File: config.mk
export PLATFORM = sky130hd
export DESIGN_NAME = key_debounce
export DESIGN_NICKNAME = d
export VERILOG_FILES = /design/src/rtl/key_debounce.sv
export SDC_FILE = /design/constraint.sdc
export NUM_CORES = 1
export LEC_CHECK = 0
export CAP_MARGIN = 40
export CORE_ASPECT_RATIO = 0.7
export CORE_UTILIZATION = 40
export DETAILED_ROUTE_END_ITERATION = 8
export PLACE_DENSITY_LB_ADDON = 0.25
export SYNTH_ARGS = -nofsm -noshare
export SYNTH_HDL_FRONTEND = slang
export SYNTH_SLANG_ARGS = --single-unit
export TNS_END_PERCENT = 10
File: constraint.sdc
create_clock -name clk -period 4.35 [get_ports clk]
set_clock_uncertainty 0.1 [all_clocks]
set_input_delay 0.435 -clock clk [delete_from_list [all_inputs] [get_ports clk]]
set_output_delay 0.435 -clock clk [all_outputs]
set_load 0.02 [all_outputs]
File: src/rtl/key_debounce.sv
// Debounces an active-low push-button into a level plus press/release/long-press pulses.
// Define KEY_DEBOUNCE_LONG_PRESS_EN to build the long-press detector; otherwise key_long is tied low.
module key_debounce #(
   parameter int DEB_CYCLES  = 200000,
   parameter int LONG_CYCLES = 10000000
) (
   input  logic clk,
   input  logic rst_n,
   input  logic key_n,
   output logic key_state,
   output logic key_press,
   output logic key_release,
   output logic key_long
);

   localparam int DW = $clog2(DEB_CYCLES);
   localparam logic [DW-1:0] DEB_LAST = DW'(DEB_CYCLES - 1);

   if (DEB_CYCLES < 2 || DEB_CYCLES > (1 << 20) ||
       LONG_CYCLES < 2 || LONG_CYCLES > (1 << 24)) begin : g_param_check
      $error("key_debounce: DEB_CYCLES or LONG_CYCLES out of range");
   end

   typedef enum logic [1:0] {IDLE, DEB_DN, PRESSED, DEB_UP} state_t;

   state_t          state_reg, state_next;
   logic [DW-1:0]   deb_cnt_reg, deb_cnt_next;
   logic            key_meta, key_sync;
   logic            press_next, release_next;

   // key_meta may be metastable; only key_sync is allowed to fan out.
   always_ff @(posedge clk) begin
      if (!rst_n) begin
         key_meta <= 1'b1;
         key_sync <= 1'b1;
      end else begin
         key_meta <= key_n;
         key_sync <= key_meta;
      end
   end

   always_ff @(posedge clk) begin
      if (!rst_n) begin
         state_reg   <= IDLE;
         deb_cnt_reg <= '0;
         key_press   <= 1'b0;
         key_release <= 1'b0;
      end else begin
         state_reg   <= state_next;
         deb_cnt_reg <= deb_cnt_next;
         key_press   <= press_next;
         key_release <= release_next;
      end
   end

   always_comb begin
      state_next   = state_reg;
      deb_cnt_next = deb_cnt_reg;
      press_next   = 1'b0;
      release_next = 1'b0;
      case (state_reg)
         IDLE: begin
            if (!key_sync) begin
               state_next   = DEB_DN;
               deb_cnt_next = '0;
            end
         end
         DEB_DN: begin
            if (key_sync) begin
               state_next   = IDLE;
               deb_cnt_next = '0;
            end else if (deb_cnt_reg == DEB_LAST) begin
               state_next   = PRESSED;
               deb_cnt_next = '0;
               press_next   = 1'b1;
            end else begin
               deb_cnt_next = deb_cnt_reg + DW'(1);
            end
         end
         PRESSED: begin
            if (key_sync) begin
               state_next   = DEB_UP;
               deb_cnt_next = '0;
            end
         end
         DEB_UP: begin
            if (!key_sync) begin
               state_next   = PRESSED;
               deb_cnt_next = '0;
            end else if (deb_cnt_reg == DEB_LAST) begin
               state_next   = IDLE;
               deb_cnt_next = '0;
               release_next = 1'b1;
            end else begin
               deb_cnt_next = deb_cnt_reg + DW'(1);
            end
         end
         default: begin
            state_next   = IDLE;
            deb_cnt_next = '0;
         end
      endcase
   end

   // The key stays "down" while a release is still being debounced.
   assign key_state = (state_reg == PRESSED) || (state_reg == DEB_UP);

`ifdef KEY_DEBOUNCE_LONG_PRESS_EN
   localparam logic [23:0] LONG_LAST = 24'(LONG_CYCLES - 1);

   logic [23:0] long_cnt_reg;
   logic        long_done_reg;

   // Restarted only by a fresh accepted press, so release bounces do not re-arm it.
   always_ff @(posedge clk) begin
      if (!rst_n) begin
         long_cnt_reg  <= '0;
         long_done_reg <= 1'b0;
         key_long      <= 1'b0;
      end else begin
         key_long <= 1'b0;
         if (press_next) begin
            long_cnt_reg  <= '0;
            long_done_reg <= 1'b0;
         end else if (state_reg == PRESSED) begin
            if (long_cnt_reg != LONG_LAST) begin
               long_cnt_reg <= long_cnt_reg + 24'd1;
            end else if (!long_done_reg) begin
               key_long      <= 1'b1;
               long_done_reg <= 1'b1;
            end
         end
      end
   end
`else
   assign key_long = 1'b0;
`endif

endmodule

* Yosys cells after proc, flatten, opt, wreduce, memory -nomap -nowiden *
Index checks and enable logic that the tools add are counted.

word-level totals
  output and inout port bits = 4
  input port bits = 3
  register bits = 24
  logic and storage cells = 37

operators by class
  add/subtract/negate cells = 1
  reduce and logical (&&, ||, !) cells = 6
  eq/ne operators = 8
  bitwise logic cells = 2
  mux-type cells = 14

operators by type and width
  operator               number
  $mux 18                5
  $pmux 18 s4            1
  $add 18x1->18 const B  1
  $eq 18x18->1 const B   1
  $mux 2                 6
  $pmux 2 s4             1
  $ne 3x3->1 const B     2
  $eq 2x2->1 const B     2
  $ne 2x2->1 const B     2
  $reduce_and 4->1       1
  $reduce_and 3->1       1
  $reduce_or 3->1        1
  $eq 2x1->1 const B     1
  $logic_not 2->1        1
  $not 1->1              2
  $reduce_and 2->1       1
  $logic_or 1x1->1       1
  $mux 1                 1

* Longest topological paths before layout *
Gate-level depths: netlist of the first run.

  depth in word-level cells = 4
  depth in mapped cells = 7
  gate-level depth less buffers = 6

* Worst setup path before layout of the first run *
No wires, ideal clock.

  path type = flip-flop to flip-flop
  start = register deb_cnt_reg[13]
  end = register with a tool-made name
  arrival time = 1621 ps
  path slack = 2540 ps
  data required time = 4162 ps
  buffers on the path = 1
  stages on the path, launching flop included = 7
  period minus slack after synthesis = 1810 ps
  library setup time = 88 ps
  path through = dfxtp_1 -> or4_4 -> nor3_4 -> and2_1 -> buf_6 -> a21oi_2 -> a311oi_2

RTL lines
  what                    line  RTL
  start, declared         27    logic [DW-1:0] deb_cnt_reg, deb_cnt_next;
  start signal, assigned  50    deb_cnt_reg <= deb_cnt_next;

==> results of run 1 <==
[area by class of cell]
type                            instances  area, sq um
Multi-Input combinational cell        107          673
Timing Repair Buffer                    6         61.3
Sequential cell                        24          480
Inverter                                5         18.8
Tap cell                               36         45.0
Fill cell                             274         1500
Clock buffer                            3         41.3
[cell families (layout without fill, tap and decap cells)]
group,count (synthesis),count (layout),share of synthesized area
AND/OR/NAND/NOR,71,71,0.337
AO/OA/AOI/OAI,27,27,0.151
flip-flops,24,24,0.398
buffers and inverters,11,14,0.0446
multiplexers,4,4,0.0342
XOR/XNOR,3,3,0.0218
adder cells (fa/ha/maj),1,1,0.0104
other,1,1,0.00311
[per-stage QoR]
stage / total power, mW / area, sq um / std cells / util / hold slack, ns
2_1_floorplan: 0.236 / 1210 / 142 / - / 0.286
3_3_place_gp: 0.239 / 1270 / 177 / 0.449 / 0.297
3_5_place_dp: 0.241 / 1280 / 178 / 0.453 / 0.301
4_1_cts: 0.372 / 1320 / 181 / 0.468 / 0.322
5_1_grt: 0.383 / 1320 / 181 / 0.468 / 0.339
6_report: 0.365 / 1320 / 181 / 0.468 / 0.316
[synthesized netlist by cell type, types with 2 or more instances]
master,count,area (sq um)
nor2_1,8,30.0
nand3_1,16,80.1
nor3_1,7,35.0
mux2i_1,3,30.0
dfxtp_1,24,480
nand2_1,13,48.8
a21oi_1,7,35.0
nor4_1,2,12.5
a21oi_2,2,17.5
nand3b_1,4,30.0
o21ai_0,7,35.0
nand2b_1,2,12.5
a22o_1,4,35.0
nand4_1,5,31.3
inv_1,5,18.8
xnor2_1,2,17.5
and3_1,3,18.8
clkbuf_1,3,11.3
[power groups by stage]
stage | registers, mW | logic (mW) | clock network, mW
finish | 0.222 | 0.0145 | 0.129
CTS | 0.222 | 0.0144 | 0.136
global route | 0.222 | 0.0162 | 0.145
floorplan | 0.227 | 0.00937 | 0
detailed placement | 0.227 | 0.0143 | 0
global placement | 0.227 | 0.0125 | 0
[worst max path at each step]
stage                           endpoint  cells after the start       startpoint  slack (ns)
after floorplan                flip-flop                      6  deb_cnt_reg[13]        2.54
after CTS                 deb_cnt_reg[7]                      5        flip-flop        2.13
after detailed placement  deb_cnt_reg[7]                      5            rst_n        1.94
after global routing      deb_cnt_reg[7]                      5        flip-flop        1.94
after global placement    deb_cnt_reg[2]                      5            rst_n        1.90
final                     deb_cnt_reg[7]                      5        flip-flop        2.12
[worst register-to-register path: stages (launching register included)]
cell and delay (ns):
dfxtp_1 0.36, xnor2_1 0.39, nand3_1 0.36, a21oi_2 0.61, a21oi_1 0.14, o21ai_0 0.20
[layer usage]
layer  vias to the layer above  global-route usage
met5                         -                   0
met4                         0              0.0383
met3                         0              0.0762
met2                        26               0.281
met1                       488               0.245
li1                        527                   -
==> impl_metrics.env, run 1 <==
export IMPL_dpl_worst_slack_ns=1.94
export IMPL_min_delay_path_class="reg2reg"
export IMPL_synthFlopType="dfxtp_1"
export IMPL_hold_path_end="key_sync"
export IMPL_rsz0062_at_grt="false"
export IMPL_setup_violations=0
export IMPL_grt_overflow=0
export IMPL_firstDrtPassIters=4
export IMPL_crit_arrival_ns=2.32
export IMPL_fin_ws_ns=2.12
export IMPL_largest_reg_flops=18
export IMPL_maxSlewViolCount=0
export IMPL_netlist_instances=142
export IMPL_whs_path_depth=1
export IMPL_tns_ns=0
export IMPL_met3WireLength_um=173
export IMPL_path_cells="xnor2_1 -> nand3_1 -> a21oi_2 -> a21oi_1 -> o21ai_0"
export IMPL_cp_required_ns=4.44
export IMPL_syn_area_per_cell_sq_um=8.50
export IMPL_tightest_slew_ns=0.657
export IMPL_ir_drop_mv=0.224
export IMPL_cts_buffers=3
export IMPL_p_int_uw=288
export IMPL_fp_row_count=16
export IMPL_layout_nets=151
export IMPL_synthesis_nets=146
export IMPL_powerDensity_mw_per_mm2=277
export IMPL_grt_max_degree=15
export IMPL_ctsResizeCount=0
export IMPL_die_h_um=48.0
export IMPL_antenna_found_initial=0
export IMPL_clkSlewWorstSetupHoldPaths_ns=0.08
export IMPL_end_kind="flip-flop"
export IMPL_cts_tree="built"
export IMPL_drc=0
export IMPL_final_common_cell="dfxtp_1"
export IMPL_top_layer="met3"
export IMPL_period_share=0.513
export IMPL_crit_type="reg2reg"
export IMPL_reg2reg_slack_ns=2.12
export IMPL_async_reset_ff_frac=0
export IMPL_grt_usage=0.184
export IMPL_min_period_ns=2.23
export IMPL_critPathLaunchType="flip-flop"
export IMPL_core_sq_mm=0.00282
export IMPL_holdBufCountCts=0
export IMPL_max_clock_path_buffers=2
export IMPL_dr_wl_met2_um=1130
export IMPL_htreeDepth=1
export IMPL_p_switching_uw=76.8
export IMPL_p_leak_nw=0.446
export IMPL_status="finished, final reports clean"
export IMPL_critPathSlowestCell="a21oi_2"
export IMPL_synth_yosys_seq_area_share=0.398
export IMPL_vias=1041
export IMPL_critPathTopFamily="compound AO/OA/AOI/OAI gates"
export IMPL_slowest_delay_ns=0.61
export IMPL_relSlewSlack=0.562
export IMPL_p_sw_frac=0.210
export IMPL_post_dp_hpwl_um=1960
export IMPL_first_global_vias=870
export IMPL_p_seq_frac=0.608
export IMPL_die_w_um=67.7
export IMPL_post_cts_buffers=0
export IMPL_reg2reg_to="deb_cnt_reg[7]"
export IMPL_yosysWarnings=0
export IMPL_wl_per_cell_um=14.5
export IMPL_crit_path_max_fanout=14
export IMPL_grt_pass1_wl_um=4200
export IMPL_clock_root_buffer="clkbuf_8"
export IMPL_syn_to_final_growth_pct=9.33
export IMPL_drt_iter0_markers=101
export IMPL_clock_fmax_mhz=448
export IMPL_start_util=0.428
export IMPL_combPwrFrac=0.040
export IMPL_critPathBufInv=0
export IMPL_layout_common_cells="dfxtp_1, nand3_1, nand2_1"
export IMPL_cts_sinks=24
export IMPL_synth_edf_count=0
export IMPL_hold_viol_final=0
export IMPL_layout_drive_gt1_share=0.110
export IMPL_clk_latency_ns=0.27
export IMPL_pin_count=7
export IMPL_synth_seq_cells=24
export IMPL_routed_wl_um=2630
export IMPL_place_congestion=0.861
export IMPL_numPortBuffers=5
export IMPL_netlist_area_sq_mm=0.00121
export IMPL_n_antenna_cell=0
export IMPL_holdCritStartpoint="key_meta"
export IMPL_rr_worst_depth=5
export IMPL_die_area_sq_mm=0.00325
export IMPL_detail_route_antenna_nets=0
export IMPL_drv_cap=0
export IMPL_p_clk_frac=0.353
export IMPL_avgViaCountPerCell=5.75
export IMPL_met1Wirelength_um=1330
export IMPL_ys_types=43
(Power assumes the default switching activity.)
==> inputs of run 2 (changes only) <==
==> constraint.sdc (replaced) <==
create_clock -name clk -period 2 [get_ports clk]
set_clock_uncertainty 0.1 [all_clocks]
set_input_delay 0.2 -clock clk [delete_from_list [all_inputs] [get_ports clk]]
set_output_delay 0.2 -clock clk [all_outputs]
set_load 0.02 [all_outputs]
==> impl_metrics.env, run 2 (synthesized netlist as in run 1, its figures left out) <==
export IMPL_critPathLaunchType="flip-flop"
export IMPL_die_w_um=67.7
export IMPL_crit_arrival_ns=1.98
export IMPL_cts_sinks=24
export IMPL_power_uw=957
export IMPL_p_leak_nw=0.580
export IMPL_r2r_start="deb_cnt_reg[12]"
export IMPL_grt_max_degree=19
export IMPL_die_h_um=48.0
export IMPL_numPortBuffers=5
export IMPL_pin_count=7
export IMPL_powerDensity_mw_per_mm2=630
export IMPL_core_sq_mm=0.00282
export IMPL_first_global_vias=1045
export IMPL_critPathLaunch="deb_cnt_reg[12]"
export IMPL_path_cells="or4_4 -> nor3_4 -> a21oi_2 -> buf_4 -> a21o_1 -> a22o_1"
export IMPL_grt_overflow=0
export IMPL_p_seq_frac=0.504
export IMPL_n_antenna_cell=0
export IMPL_whs_ns=0.327
export IMPL_holdCritStartpoint="key_meta"
export IMPL_clock_root_buffer="clkbuf_8"
export IMPL_regArea_sq_um=480
export IMPL_post_cts_buffers=0
export IMPL_crit_type="reg2reg"
export IMPL_firstDrtPassIters=4
export IMPL_cp_required_ns=2.08
export IMPL_layout_drive_gt1_share=0.246
export IMPL_n_fill_cell=247
export IMPL_avgViaCountPerCell=5.85
export IMPL_vias=1188
export IMPL_critPathTopFamily="simple AND/OR/NAND/NOR gates"
export IMPL_end_kind="flip-flop"
export IMPL_p_int_uw=762
export IMPL_reg2reg_slack_ns=0.1
export IMPL_largest_reg_flops=18
export IMPL_start_util=0.428
export IMPL_post_dp_hpwl_um=2210
export IMPL_rr_worst_depth=6
export IMPL_maxSlewViolCount=0
export IMPL_hold_viol_final=0
export IMPL_critPathSlowestCell="or4_4"
export IMPL_crit_path_max_fanout=10
export IMPL_p_clk_frac=0.461
export IMPL_combPwrFrac=0.035
export IMPL_multi_input_area_sq_um=688
export IMPL_routed_wl_um=3050
export IMPL_min_delay_path_class="reg2reg"
export IMPL_cts_buffers=3
export IMPL_detail_route_antenna_nets=0
export IMPL_grt_pass1_wl_um=4860
export IMPL_min_period_ns=1.90
export IMPL_htreeDepth=1
export IMPL_clkSlewWorstSetupHoldPaths_ns=0.09
export IMPL_clk_latency_ns=0.27
export IMPL_final_common_cell="dfxtp_1"
export IMPL_reg2reg_to="deb_cnt_reg[11]"
export IMPL_drt_iter0_markers=147
export IMPL_status="finished, final reports clean"
export IMPL_clock_fmax_mhz=526
export IMPL_grt_usage=0.211
export IMPL_place_congestion=0.875
export IMPL_layout_nets=172
export IMPL_drv_cap=0
export IMPL_tns_ns=0
export IMPL_whs_path_depth=1
export IMPL_syn_to_final_growth_pct=25.8
export IMPL_ir_drop_mv=0.443
export IMPL_wl_per_cell_um=15.0
export IMPL_p_sw_frac=0.204
export IMPL_layout_common_cells="dfxtp_1, buf_4, nand3_1"
export IMPL_period_share=0.951
export IMPL_hold_path_end="key_sync"
export IMPL_holdBufCountCts=0
export IMPL_p_switching_uw=195
export IMPL_fin_util=0.538
export IMPL_drc=0
export IMPL_die_area_sq_mm=0.00325
export IMPL_cts_tree="built"
export IMPL_fp_row_count=16
export IMPL_rsz0062_at_grt="false"
export IMPL_antenna_found_initial=0
export IMPL_setup_violations=0
export IMPL_critPathBufInv=1
export IMPL_max_clock_path_buffers=2
export IMPL_slowest_delay_ns=0.55
run 2: worst max-delay path by stage:
stage | slack [ns] | end | depth (start not counted)
after floorplan | 0.19 | flip-flop | 6
after global placement | 0.09 | deb_cnt_reg[11] | 6
after detailed placement | 0.04 | deb_cnt_reg[11] | 6
after CTS | 0.03 | deb_cnt_reg[11] | 6
after global routing | 0.01 | deb_cnt_reg[11] | 8
final | 0.1 | deb_cnt_reg[11] | 6
run 2: cell type report:
cell class / instances / area share
inverters: 5 / 0.0124
well taps: 36 / 0.0297
clock inverters: 1 / 0.0198
repair buffers: 27 / 0.142
flip-flops and latches: 24 / 0.316
multi-input cells: 107 / 0.453
clock buffers: 3 / 0.0272
run 2: timing repair:
action,CTS,global route
hold endpoints to repair,0,0
gates resized for setup,0,3
setup endpoints to repair,0,15
run 2: power by group through the flow:
stage / registers (mW) / logic [mW] / clock network, mW
floorplan: 0.493 / 0.0204 / 0
global placement: 0.494 / 0.0313 / 0
detailed placement: 0.494 / 0.0316 / 0
CTS: 0.482 / 0.0321 / 0.441
global route: 0.484 / 0.0362 / 0.463
finish: 0.483 / 0.0331 / 0.441
run 2: per-stage QoR:
stage | area, sq um | instances | worst slack [ns]
final | 1520 | 203 | 0.0979
after CTS | 1500 | 203 | 0.0297
after floorplan | 1210 | 142 | 0.190
after global routing | 1520 | 203 | 0.0147
after detailed placement | 1430 | 199 | 0.0436
after global placement | 1430 | 199 | 0.0913
run 2: routing by layer:
metal | GRT usage | share of wire | up-vias
li1 | - | - | 568
met1 | 0.287 | 0.47 | 563
met2 | 0.343 | 0.45 | 50
met3 | 0.0524 | 0.076 | 7
met4 | 0.0383 | 0.0089 | 0
met5 | 0 | 0 | -
==> inputs of run 3 (changes only) <==
--- a/config.mk
+++ b/config.mk
@@ -5,8 +5,10 @@
 export SDC_FILE = /design/constraint.sdc
 export NUM_CORES = 1
 export LEC_CHECK = 0
+export ABC_AREA = 0
 export CAP_MARGIN = 40
 export CORE_ASPECT_RATIO = 0.7
+export CORE_MARGIN = 5
 export CORE_UTILIZATION = 40
 export DETAILED_ROUTE_END_ITERATION = 8
 export PLACE_DENSITY_LB_ADDON = 0.25
==> impl_metrics.env, run 3 (synthesized netlist as in run 1, its figures left out) <==
export IMPL_status="finished, final reports clean"
export IMPL_met1_usage=0.235
export IMPL_ir_drop_mv=0.460
export IMPL_n_fill_cell=265
export IMPL_antenna_found_initial=0
export IMPL_rr_worst_depth=5
export IMPL_p_leak_nw=0.569
export IMPL_p_int_uw=673
export IMPL_avgViaCountPerCell=5.78
export IMPL_critPathLaunchType="flip-flop"
export IMPL_place_area_sq_mm=0.00141
export IMPL_r2r_start="deb_cnt_reg[12]"
export IMPL_reg2reg_to="key_release"
export IMPL_numPortBuffers=5
export IMPL_drc=0
export IMPL_regArea_sq_um=483
export IMPL_maxSlewViolCount=0
export IMPL_routed_wl_um=2990
export IMPL_setup_violations=0
export IMPL_drt_iter0_markers=100
export IMPL_n_antenna_cell=0
export IMPL_layout_nets=167
export IMPL_hold_viol_final=0
export IMPL_grtUsageMet3=0.0379
export IMPL_largest_reg_flops=18
export IMPL_final_common_cell="dfxtp_1"
export IMPL_grt_met2_usage=0.203
export IMPL_die_w_um=75.7
export IMPL_grt_usage=0.151
export IMPL_clk_latency_ns=0.27
export IMPL_grt_pass1_wl_um=4970
export IMPL_grt_max_degree=19
export IMPL_min_period_ns=1.95
export IMPL_detail_route_antenna_nets=0
export IMPL_pin_count=7
export IMPL_vias=1144
export IMPL_fin_ws_ns=0.0465
export IMPL_reg2reg_slack_ns=0.05
export IMPL_layout_common_cells="dfxtp_1, nand3_1, buf_4"
export IMPL_powerDensity_mw_per_mm2=572
export IMPL_critPathCapture="key_release"
export IMPL_p_seq_frac=0.566
export IMPL_core_sq_mm=0.00284
export IMPL_fp_row_count=16
export IMPL_combPwrFrac=0.044
export IMPL_first_global_vias=1028
export IMPL_drv_cap=0
export IMPL_dpl_worst_slack_ns=0.00992
export IMPL_clock_root_buffer="clkbuf_8"
export IMPL_post_cts_buffers=0
export IMPL_crit_path_max_fanout=6
export IMPL_die_h_um=56.0
export IMPL_max_clock_path_buffers=2
export IMPL_syn_to_final_growth_pct=23.5
export IMPL_fin_util=0.525
export IMPL_cts_sinks=24
export IMPL_die_area_sq_mm=0.00423
export IMPL_p_switching_uw=180
export IMPL_crit_type="reg2reg"
export IMPL_end_kind="flip-flop"
export IMPL_p_sw_frac=0.211
export IMPL_layout_drive_gt1_share=0.235
export IMPL_cts_tree="built"
export IMPL_p_clk_frac=0.391
export IMPL_busiest_layer="met1"
export IMPL_start_util=0.425
export IMPL_critPathLaunch="deb_cnt_reg[12]"
export IMPL_min_delay_path_class="reg2reg"
export IMPL_crit_arrival_ns=2.02
export IMPL_cts_buffers=3
export IMPL_wl_per_cell_um=15.1
export IMPL_finalInstanceArea_sq_mm=0.00149
export IMPL_multi_input_area_sq_um=696
export IMPL_clock_fmax_mhz=512
export IMPL_post_dp_hpwl_um=2220
export IMPL_cp_required_ns=2.07
export IMPL_period_share=0.977
export IMPL_grt_overflow=0
export IMPL_htreeDepth=1
export IMPL_firstDrtPassIters=4
export IMPL_clkSlewWorstSetupHoldPaths_ns=0.09
export IMPL_place_congestion=0.909
[run 3: changes by cell type in the layout (fill, tap and decap cells not counted), sizes merged]
cell	delta
buf	-5
clkbuf	+1
bufinv	-1
[run 3: worst min-delay path by stage]
stage,cells after the start,start,to
after detailed placement,1,key_meta,key_sync
after floorplan,1,rst_n,key_meta
after global placement,1,key_meta,key_sync
after global routing,1,key_meta,key_sync
after CTS,1,key_meta,key_sync
final,1,key_meta,key_sync
[run 3: power groups by stage]
stage	clock [mW]	combinational, mW	sequential [mW]
floorplan	0	0.0204	0.493
global placement	0	0.0359	0.494
detailed placement	0	0.0361	0.494
CTS	0.338	0.0364	0.483
global route	0.359	0.0409	0.484
finish	0.333	0.0373	0.483
[run 3: stage by stage]
| stage | total power, mW | std cells | setup TNS, ns | hold slack [ns] |
|---|---|---|---|---|
| 5_1_grt | 0.883 | 198 | -0.0227 | 0.369 |
| 4_1_cts | 0.857 | 198 | 0 | 0.325 |
| 2_1_floorplan | 0.514 | 142 | 0 | 0.173 |
| 6_report | 0.853 | 198 | 0 | 0.319 |
| 3_3_place_gp | 0.530 | 194 | 0 | 0.289 |
| 3_5_place_dp | 0.530 | 194 | 0 | 0.304 |
[run 3: worst max-delay path, stage by stage, from the launching register on]
cell and delay [ns]:
dfxtp_1 0.34, or4_4 0.54, nor3_4 0.20, and2_2 0.28
nand2_2 0.10, nor3_1 0.29
[run 3: timing repair]
action	in CTS	in global routing
endpoints found under the setup margin	1	8
hold buffers	0	0
pin swaps	0	1
resized for setup	1	6
endpoints found under the hold margin	0	0
[run 3: area by class of cell]
| cell class | count | share of cell area |
|---|---|---|
| repair buffers | 22 | 0.130 |
| inverters | 5 | 0.0126 |
| well taps | 36 | 0.0302 |
| multi-input cells | 107 | 0.466 |
| flip-flops and latches | 24 | 0.324 |
| clock buffers | 4 | 0.0369 |
[run 3: per-layer routing]
layer	routed length [um]	share of wire
met1	1480	0.49
met2	1300	0.43
met3	194	0.065
met4	21	0.0070
met5	0	0
